===== src/rtl/instr_fetch_stage_if.sv =====
// rtl/instr_fetch_stage_if.sv - load, hazard-control and IF/ID signal bundle of the fetch stage
interface instr_fetch_stage_if #(
  parameter int AW = 5
);
  logic          LoadInstructions;
  logic [31:0]   Instruction;
  logic          Stall;
  logic          Flush;
  logic [31:0]   BranchTarget;
  logic [31:0]   IfId_Instr;
  logic [31:0]   IfId_PC4;
  logic          IfId_Valid;
  logic [AW:0]   LoadCount;
  logic          Full;
  logic          Halted;

  modport master (
    output LoadInstructions, Instruction, Stall, Flush, BranchTarget,
    input  IfId_Instr, IfId_PC4, IfId_Valid, LoadCount, Full, Halted
  );

  modport slave (
    input  LoadInstructions, Instruction, Stall, Flush, BranchTarget,
    output IfId_Instr, IfId_PC4, IfId_Valid, LoadCount, Full, Halted
  );
endinterface


===== src/rtl/instr_fetch_stage.sv =====
// rtl/instr_fetch_stage.sv - instruction memory, serial loader, PC and IF/ID register
// Optional end-of-program halt enabled by defining IF_END_HALT_EN.
module instr_fetch_stage #(
  parameter int DEPTH = 32,
  parameter int AW    = 5
) (
  input logic                 clk,
  input logic                 Reset,
  instr_fetch_stage_if.slave  bus
);
  typedef enum logic [1:0] {IDLE, LOAD, RUN, HALT} state_t;

  state_t        state_q, state_d;
  logic [31:0]   pc_q, pc_d;
  logic [31:0]   instr_q, instr_d;
  logic [31:0]   pc4_q, pc4_d;
  logic          valid_q, valid_d;
  logic [AW:0]   cnt_q, cnt_d;
  logic [31:0]   mem [DEPTH];
  logic          mem_we;
  logic [AW-1:0] fetch_idx;
  logic          full;
`ifdef IF_END_HALT_EN
  logic          halted_q, halted_d;
  logic [AW-1:0] target_idx;
  assign target_idx = bus.BranchTarget[AW+1:2];
`endif

  assign fetch_idx = pc_q[AW+1:2];
  assign full      = (cnt_q == (AW+1)'(DEPTH));

  always_comb begin
    state_d = state_q;
    pc_d    = pc_q;
    instr_d = instr_q;
    pc4_d   = pc4_q;
    valid_d = valid_q;
    cnt_d   = cnt_q;
    mem_we  = 1'b0;
`ifdef IF_END_HALT_EN
    halted_d = halted_q;
`endif
    case (state_q)
      IDLE: begin
        if (bus.LoadInstructions) begin
          mem_we  = 1'b1;
          cnt_d   = cnt_q + (AW+1)'(1);
          state_d = LOAD;
        end else begin
          state_d = RUN;
        end
      end
      LOAD: begin
        if (bus.LoadInstructions) begin
          if (!full) begin
            mem_we = 1'b1;
            cnt_d  = cnt_q + (AW+1)'(1);
          end
        end else begin
          state_d = RUN;
        end
      end
      RUN: begin
        if (bus.Flush) begin
          pc_d    = bus.BranchTarget;
          instr_d = 32'd0;
          pc4_d   = 32'd0;
          valid_d = 1'b0;
        end else if (!bus.Stall) begin
`ifdef IF_END_HALT_EN
          // Fetching beyond the loaded program parks the stage with a NOP.
          if ({1'b0, fetch_idx} >= cnt_q) begin
            instr_d  = 32'd0;
            pc4_d    = 32'd0;
            valid_d  = 1'b0;
            halted_d = 1'b1;
            state_d  = HALT;
          end else begin
            instr_d = mem[fetch_idx];
            pc4_d   = pc_q + 32'd4;
            valid_d = 1'b1;
            pc_d    = pc_q + 32'd4;
          end
`else
          instr_d = mem[fetch_idx];
          pc4_d   = pc_q + 32'd4;
          valid_d = 1'b1;
          pc_d    = pc_q + 32'd4;
`endif
        end
      end
`ifdef IF_END_HALT_EN
      HALT: begin
        if (bus.Flush && ({1'b0, target_idx} < cnt_q)) begin
          pc_d     = bus.BranchTarget;
          halted_d = 1'b0;
          state_d  = RUN;
        end
      end
`endif
      default: state_d = IDLE;
    endcase
  end

  always_ff @(posedge clk) begin
    if (Reset) begin
      state_q <= IDLE;
      pc_q    <= 32'd0;
      instr_q <= 32'd0;
      pc4_q   <= 32'd0;
      valid_q <= 1'b0;
      cnt_q   <= '0;
`ifdef IF_END_HALT_EN
      halted_q <= 1'b0;
`endif
    end else begin
      state_q <= state_d;
      pc_q    <= pc_d;
      instr_q <= instr_d;
      pc4_q   <= pc4_d;
      valid_q <= valid_d;
      cnt_q   <= cnt_d;
`ifdef IF_END_HALT_EN
      halted_q <= halted_d;
`endif
    end
  end

  // Memory contents survive Reset; only the write is suppressed.
  always_ff @(posedge clk) begin
    if (mem_we && !Reset) begin
      mem[cnt_q[AW-1:0]] <= bus.Instruction;
    end
  end

  assign bus.IfId_Instr = instr_q;
  assign bus.IfId_PC4   = pc4_q;
  assign bus.IfId_Valid = valid_q;
  assign bus.LoadCount  = cnt_q;
  assign bus.Full       = full;
`ifdef IF_END_HALT_EN
  assign bus.Halted     = halted_q;
`else
  assign bus.Halted     = 1'b0;
`endif
endmodule


===== src/flat_wrapper.sv =====
// flat-port wrapper written by rule: the top's interface ports become plain ports
module instr_fetch_stage_flat 
#(
  parameter int DEPTH = 32,
  parameter int AW    = 5
)
  (clk, Reset, bus_LoadInstructions, bus_Instruction, bus_Stall, bus_Flush, bus_BranchTarget, bus_IfId_Instr, bus_IfId_PC4, bus_IfId_Valid, bus_LoadCount, bus_Full, bus_Halted);
  instr_fetch_stage_if #(.AW(AW)) bus_i ();
  input logic clk;
  input logic Reset;
  input wire logic [$bits(bus_i.LoadInstructions)-1:0] bus_LoadInstructions;
  input wire logic [$bits(bus_i.Instruction)-1:0] bus_Instruction;
  input wire logic [$bits(bus_i.Stall)-1:0] bus_Stall;
  input wire logic [$bits(bus_i.Flush)-1:0] bus_Flush;
  input wire logic [$bits(bus_i.BranchTarget)-1:0] bus_BranchTarget;
  output wire logic [$bits(bus_i.IfId_Instr)-1:0] bus_IfId_Instr;
  output wire logic [$bits(bus_i.IfId_PC4)-1:0] bus_IfId_PC4;
  output wire logic [$bits(bus_i.IfId_Valid)-1:0] bus_IfId_Valid;
  output wire logic [$bits(bus_i.LoadCount)-1:0] bus_LoadCount;
  output wire logic [$bits(bus_i.Full)-1:0] bus_Full;
  output wire logic [$bits(bus_i.Halted)-1:0] bus_Halted;
  assign bus_i.LoadInstructions = bus_LoadInstructions;
  assign bus_i.Instruction = bus_Instruction;
  assign bus_i.Stall = bus_Stall;
  assign bus_i.Flush = bus_Flush;
  assign bus_i.BranchTarget = bus_BranchTarget;
  assign bus_IfId_Instr = bus_i.IfId_Instr;
  assign bus_IfId_PC4 = bus_i.IfId_PC4;
  assign bus_IfId_Valid = bus_i.IfId_Valid;
  assign bus_LoadCount = bus_i.LoadCount;
  assign bus_Full = bus_i.Full;
  assign bus_Halted = bus_i.Halted;
  instr_fetch_stage #(.DEPTH(DEPTH), .AW(AW)) u_core (.clk(clk), .Reset(Reset), .bus(bus_i));
endmodule

===== config.mk =====
export PLATFORM = sky130hd
export DESIGN_NAME = instr_fetch_stage_flat
export DESIGN_NICKNAME = d
export VERILOG_FILES = /design/src/rtl/instr_fetch_stage_if.sv /design/src/rtl/instr_fetch_stage.sv /design/src/flat_wrapper.sv
export SDC_FILE = /design/constraint.sdc
export NUM_CORES = 1
export LEC_CHECK = 0
export BUFFER_PORTS_ARGS = -buffer_cell sky130_fd_sc_hd__clkbuf_2
export CORE_AREA = 2 2 324 454
export CTS_CLUSTER_DIAMETER = 30
export CTS_CLUSTER_SIZE = 16
export DETAILED_ROUTE_END_ITERATION = 8
export DIE_AREA = 0 0 326 456
export GPL_TIMING_DRIVEN = 0
export MAX_ROUTING_LAYER = met4
export SLEW_MARGIN = 0
export SYNTH_ARGS = -nofsm -noshare
export SYNTH_HDL_FRONTEND = slang
export SYNTH_SLANG_ARGS = --single-unit

===== constraint.sdc =====
create_clock -name clk -period 3 [get_ports clk]
set_input_delay 0.3 -clock clk [delete_from_list [all_inputs] [get_ports clk]]
set_output_delay 0.3 -clock clk [all_outputs]
set_load 0.01 [all_outputs]

==> summary.txt <==
DP HPWL -> 87800 µm
worst hold path class -> primary input to flip-flop
ratio of cells with drive above 1 in the final layout -> 0.258
CP max stage cell -> nand2_1
First-pass DRT Iterations -> 6
failing checks -> capacitance limit, slew limit, setup timing
Chip Height -> 456 µm
Switch Pwr -> 8620 µW
Synth top area share -> 0.690
Worst path top cell family by delay -> simple AND/OR/NAND/NOR gates
syn_nets -> 2547
RSZ-0062 raised after global routing -> yes
register area -> 33000 µm²
worst setup margin -> -87.4 ps
Root Buffer -> clkbuf_16
main area contributors after synthesis -> edfxtp_1, mux4_2, mux2i_1, dfxtp_1, nand2_1
Placed Area -> 48700 µm²
worst setup path startpoint -> u_core.bus.LoadCount[3]
H-tree depth -> 4
clock slew at reported path FFs -> 50 ps
Final Cell Area -> 54800 µm²
Syn Area/Cell -> 18.0 µm²
cell area after synthesis -> 44500 µm²
final setup TNS -> -3470 ps
top cells by count, synth -> edfxtp_1, mux2i_1, mux4_2
Antenna Nets Post-Route -> 0
DR WL/cell -> 27.6 µm
status -> finished with violations
ys flop type -> edfxtp_1
clock power share -> 0.483
largest buffer count on any clock path -> 3
GRT Overall Usage -> 0.186
FP Rows -> 165
maximum vdd drop -> 490 µV
area occupied by multi-input gates -> 11100 µm²
CP bufs+invs -> 3
Seq/Total Area, Yosys -> 0.740
DRT Wirelength -> 137000 µm
DRC errors left -> 0
crit-path max FO -> 20
clk_skew -> 38.9 ps
max frequency -> 324 MHz
Fin. Hold Viols -> 0
Worst Tran Pin Value -> 1510 ps
FF-to-FF setup slack -> -90 ps
CP Depth -> 7
Max Slew Vio Count -> 10
Slowest Stage Delay on Critical Path -> 490 ps
Leak -> 0.0174 µW
Port Buffers -> 139
Final #Nets -> 2962
Max Cap Viol -> 1
Final Critical Period -> 3090 ps
Yosys Warn Count -> 0
largest net degree at the start of global routing -> 33
Int Pwr -> 28800 µW
initial core utilization -> 0.309
FF-to-FF path depth -> 7
ys async rst share -> 0
Via density -> 5.26
Die W -> 326 µm
GRT overflow -> 0
Reg2Reg Launch Point -> u_core.bus.LoadCount[3]
count leader, synth -> edfxtp_1
clk sinks -> 1134
Num CTS Buffers -> 150
Yosys top cell by area -> edfxtp_1
R2R Path End -> u_core.mem[13][12]
crit-path cells -> clkbuf_1 > or3_1 > o21a_1 > nand2_1 > nor2_4 > buf_12 > buf_16
switching share of power -> 0.230
Data arrival, critical path -> 3530 ps
area of the core -> 144000 µm²
vias in the first global route -> 25800
CTS tree -> done
Gate Count Post-Synth -> 2473
PwrDens -> 682 nW/µm²
gpl congestion -> 0.864
Worst setup EP type -> flip-flop
DR iter-0 viols -> 2940
# setup viols final -> 85
Yosys reg bits -> 1134
global-route wire length before repair -> 191000 µm
DR vias -> 26000
P&R area growth vs syn -> 23.0%
Filler Cells Inserted -> 13100
initial antenna violation count -> 6
Gate power share -> 0.053
Worst Path Required -> 3450 ps
clk_lat worst skew -> 770 ps
Worst setup SP type -> flip-flop
full die area -> 149000 µm²
number of synthesized flops with an enable pin -> 1024
Flop pwr share -> 0.464
period utilization -> 1.03
I/O Pins -> 142
Max-slew headroom -> -0.00374
Critical Path End -> u_core.mem[13][12]
WS Path Type -> flip-flop to flip-flop
Netlist cell types -> 62
==> stage by stage <==
step	hold WS, ps	worst slack (ps)	total power, µW	cells	utilization
floorplan	399	-13.4	18700	2473	-
global placement	438	-3030	19600	4532	0.330
detailed placement	446	-412	19600	4571	0.337
CTS	5.00	22.7	37600	4931	0.379
global route	49.9	-204	38300	4938	0.380
finish	47.3	-87.4	37400	4940	0.380
==> placed cells by master (no fill, tap or decap), drive strengths merged, types with 4 or more instances in the layout <==
| cell type | synthesis | routed |
|---|---|---|
| o31ai | 9 | 9 |
| nand2b | 6 | 6 |
| bufinv | 0 | 12 |
| a22oi | 18 | 18 |
| clkinvlp | 0 | 12 |
| buf | 80 | 171 |
| a22o | 33 | 33 |
| clkbuf | 72 | 380 |
| mux4 | 160 | 160 |
| nor3 | 13 | 13 |
| nand4 | 11 | 11 |
| a2111oi | 32 | 32 |
| o21ai | 97 | 97 |
| ha | 5 | 5 |
| nand2 | 123 | 123 |
| dfxtp | 110 | 110 |
| and3 | 14 | 14 |
| a221oi | 33 | 33 |
| a311oi | 31 | 31 |
| o22ai | 33 | 33 |
| diode | 0 | 7 |
| xor2 | 16 | 16 |
| edfxtp | 1024 | 1024 |
| mux2i | 265 | 265 |
| nand3 | 27 | 27 |
| dlygate4sd3 | 0 | 32 |
| clkinv | 1 | 55 |
| nor2b | 30 | 30 |
| nand3b | 5 | 5 |
| xnor2 | 15 | 15 |
| inv | 7 | 37 |
| a21oi | 54 | 54 |
| and4 | 4 | 4 |
| or3 | 9 | 9 |
| nor4 | 7 | 7 |
| nor2 | 90 | 90 |
| a31oi | 9 | 9 |
==> tightest hold or removal path, delay by kind of cell <==
| family | cells | cell delay [ps] |
|---|---|---|
| AO/OA/AOI/OAI | 2 | 190 |
| AND/OR/NAND/NOR | 1 | 150 |
| buffers and inverters | 1 | 100 |
==> layer usage <==
| layer | wire (µm) | vias up | GRT usage |
|---|---|---|---|
| met5 | 0 | - | - |
| met4 | 4790 | 0 | 0.0669 |
| met3 | 11200 | 258 | 0.0416 |
| met2 | 69800 | 1286 | 0.317 |
| met1 | 50800 | 13500 | 0.214 |
| li1 | - | 10900 | - |
==> power groups by stage <==
stage	Clock (µW)	Sequential [µW]	Combinational [µW]
5_1_grt	18900	17400	2090
4_1_cts	18200	17400	1980
3_3_place_gp	0	17700	1890
6_report	18100	17400	1980
2_1_floorplan	0	17700	1060
3_5_place_dp	0	17700	1930
==> worst min path at each step <==
stage,start,endpoint,cells past startpoint
after global routing,bus_BranchTarget[29],u_core.pc_q[29],4
after global placement,u_core.bus.IfId_PC4[31],u_core.bus.IfId_PC4[31],1
final,bus_BranchTarget[21],u_core.pc_q[21],4
after CTS,bus_BranchTarget[29],u_core.pc_q[29],4
after detailed placement,u_core.bus.IfId_PC4[31],u_core.bus.IfId_PC4[31],1
after floorplan,bus_Instruction[0],u_core.mem[0][0],0
==> cells by family after synthesis <==
logic type | Yosys count | share of synthesized area
flops | 1134 | 0.740
xor+xnor | 31 | 0.00610
other cells | 1 | 0.0000842
fa+ha+maj | 5 | 0.00140
buf+inv | 160 | 0.0176
compound gates | 368 | 0.0565
mux | 425 | 0.140
simple gates | 349 | 0.0380
==> registers in the layout, summed over array words and instances, names as in the netlist, named ones only <==
signal / flops
u_core.bus.IfId_Instr: 32
u_core.bus.IfId_PC4: 32
u_core.bus.IfId_Valid: 1
u_core.bus.LoadCount: 6
u_core.mem: 1024
u_core.pc_q: 32
u_core.state_q: 2
==> what timing repair did <==
item | CTS | global route
resized for setup | 20 | 5
pin swaps | 30 | 1
endpoints found under the hold margin | 37 | 0
setup buffers | 53 | 2
hold buffers | 32 | 0
setup endpoints to repair | 853 | 375
==> layout make-up <==
class / count / share of cell area
buffer: 150 / 0.0141
timing repair buffer: 265 / 0.0443
antenna: 7 / 0.000320
sequential: 1134 / 0.601
inverter: 8 / 0.000548
tap: 1920 / 0.0438
multi-input combinational: 1179 / 0.202
clock buffer: 169 / 0.0723
clock inverter: 108 / 0.0213
Power figures use the tool's default switching activity.
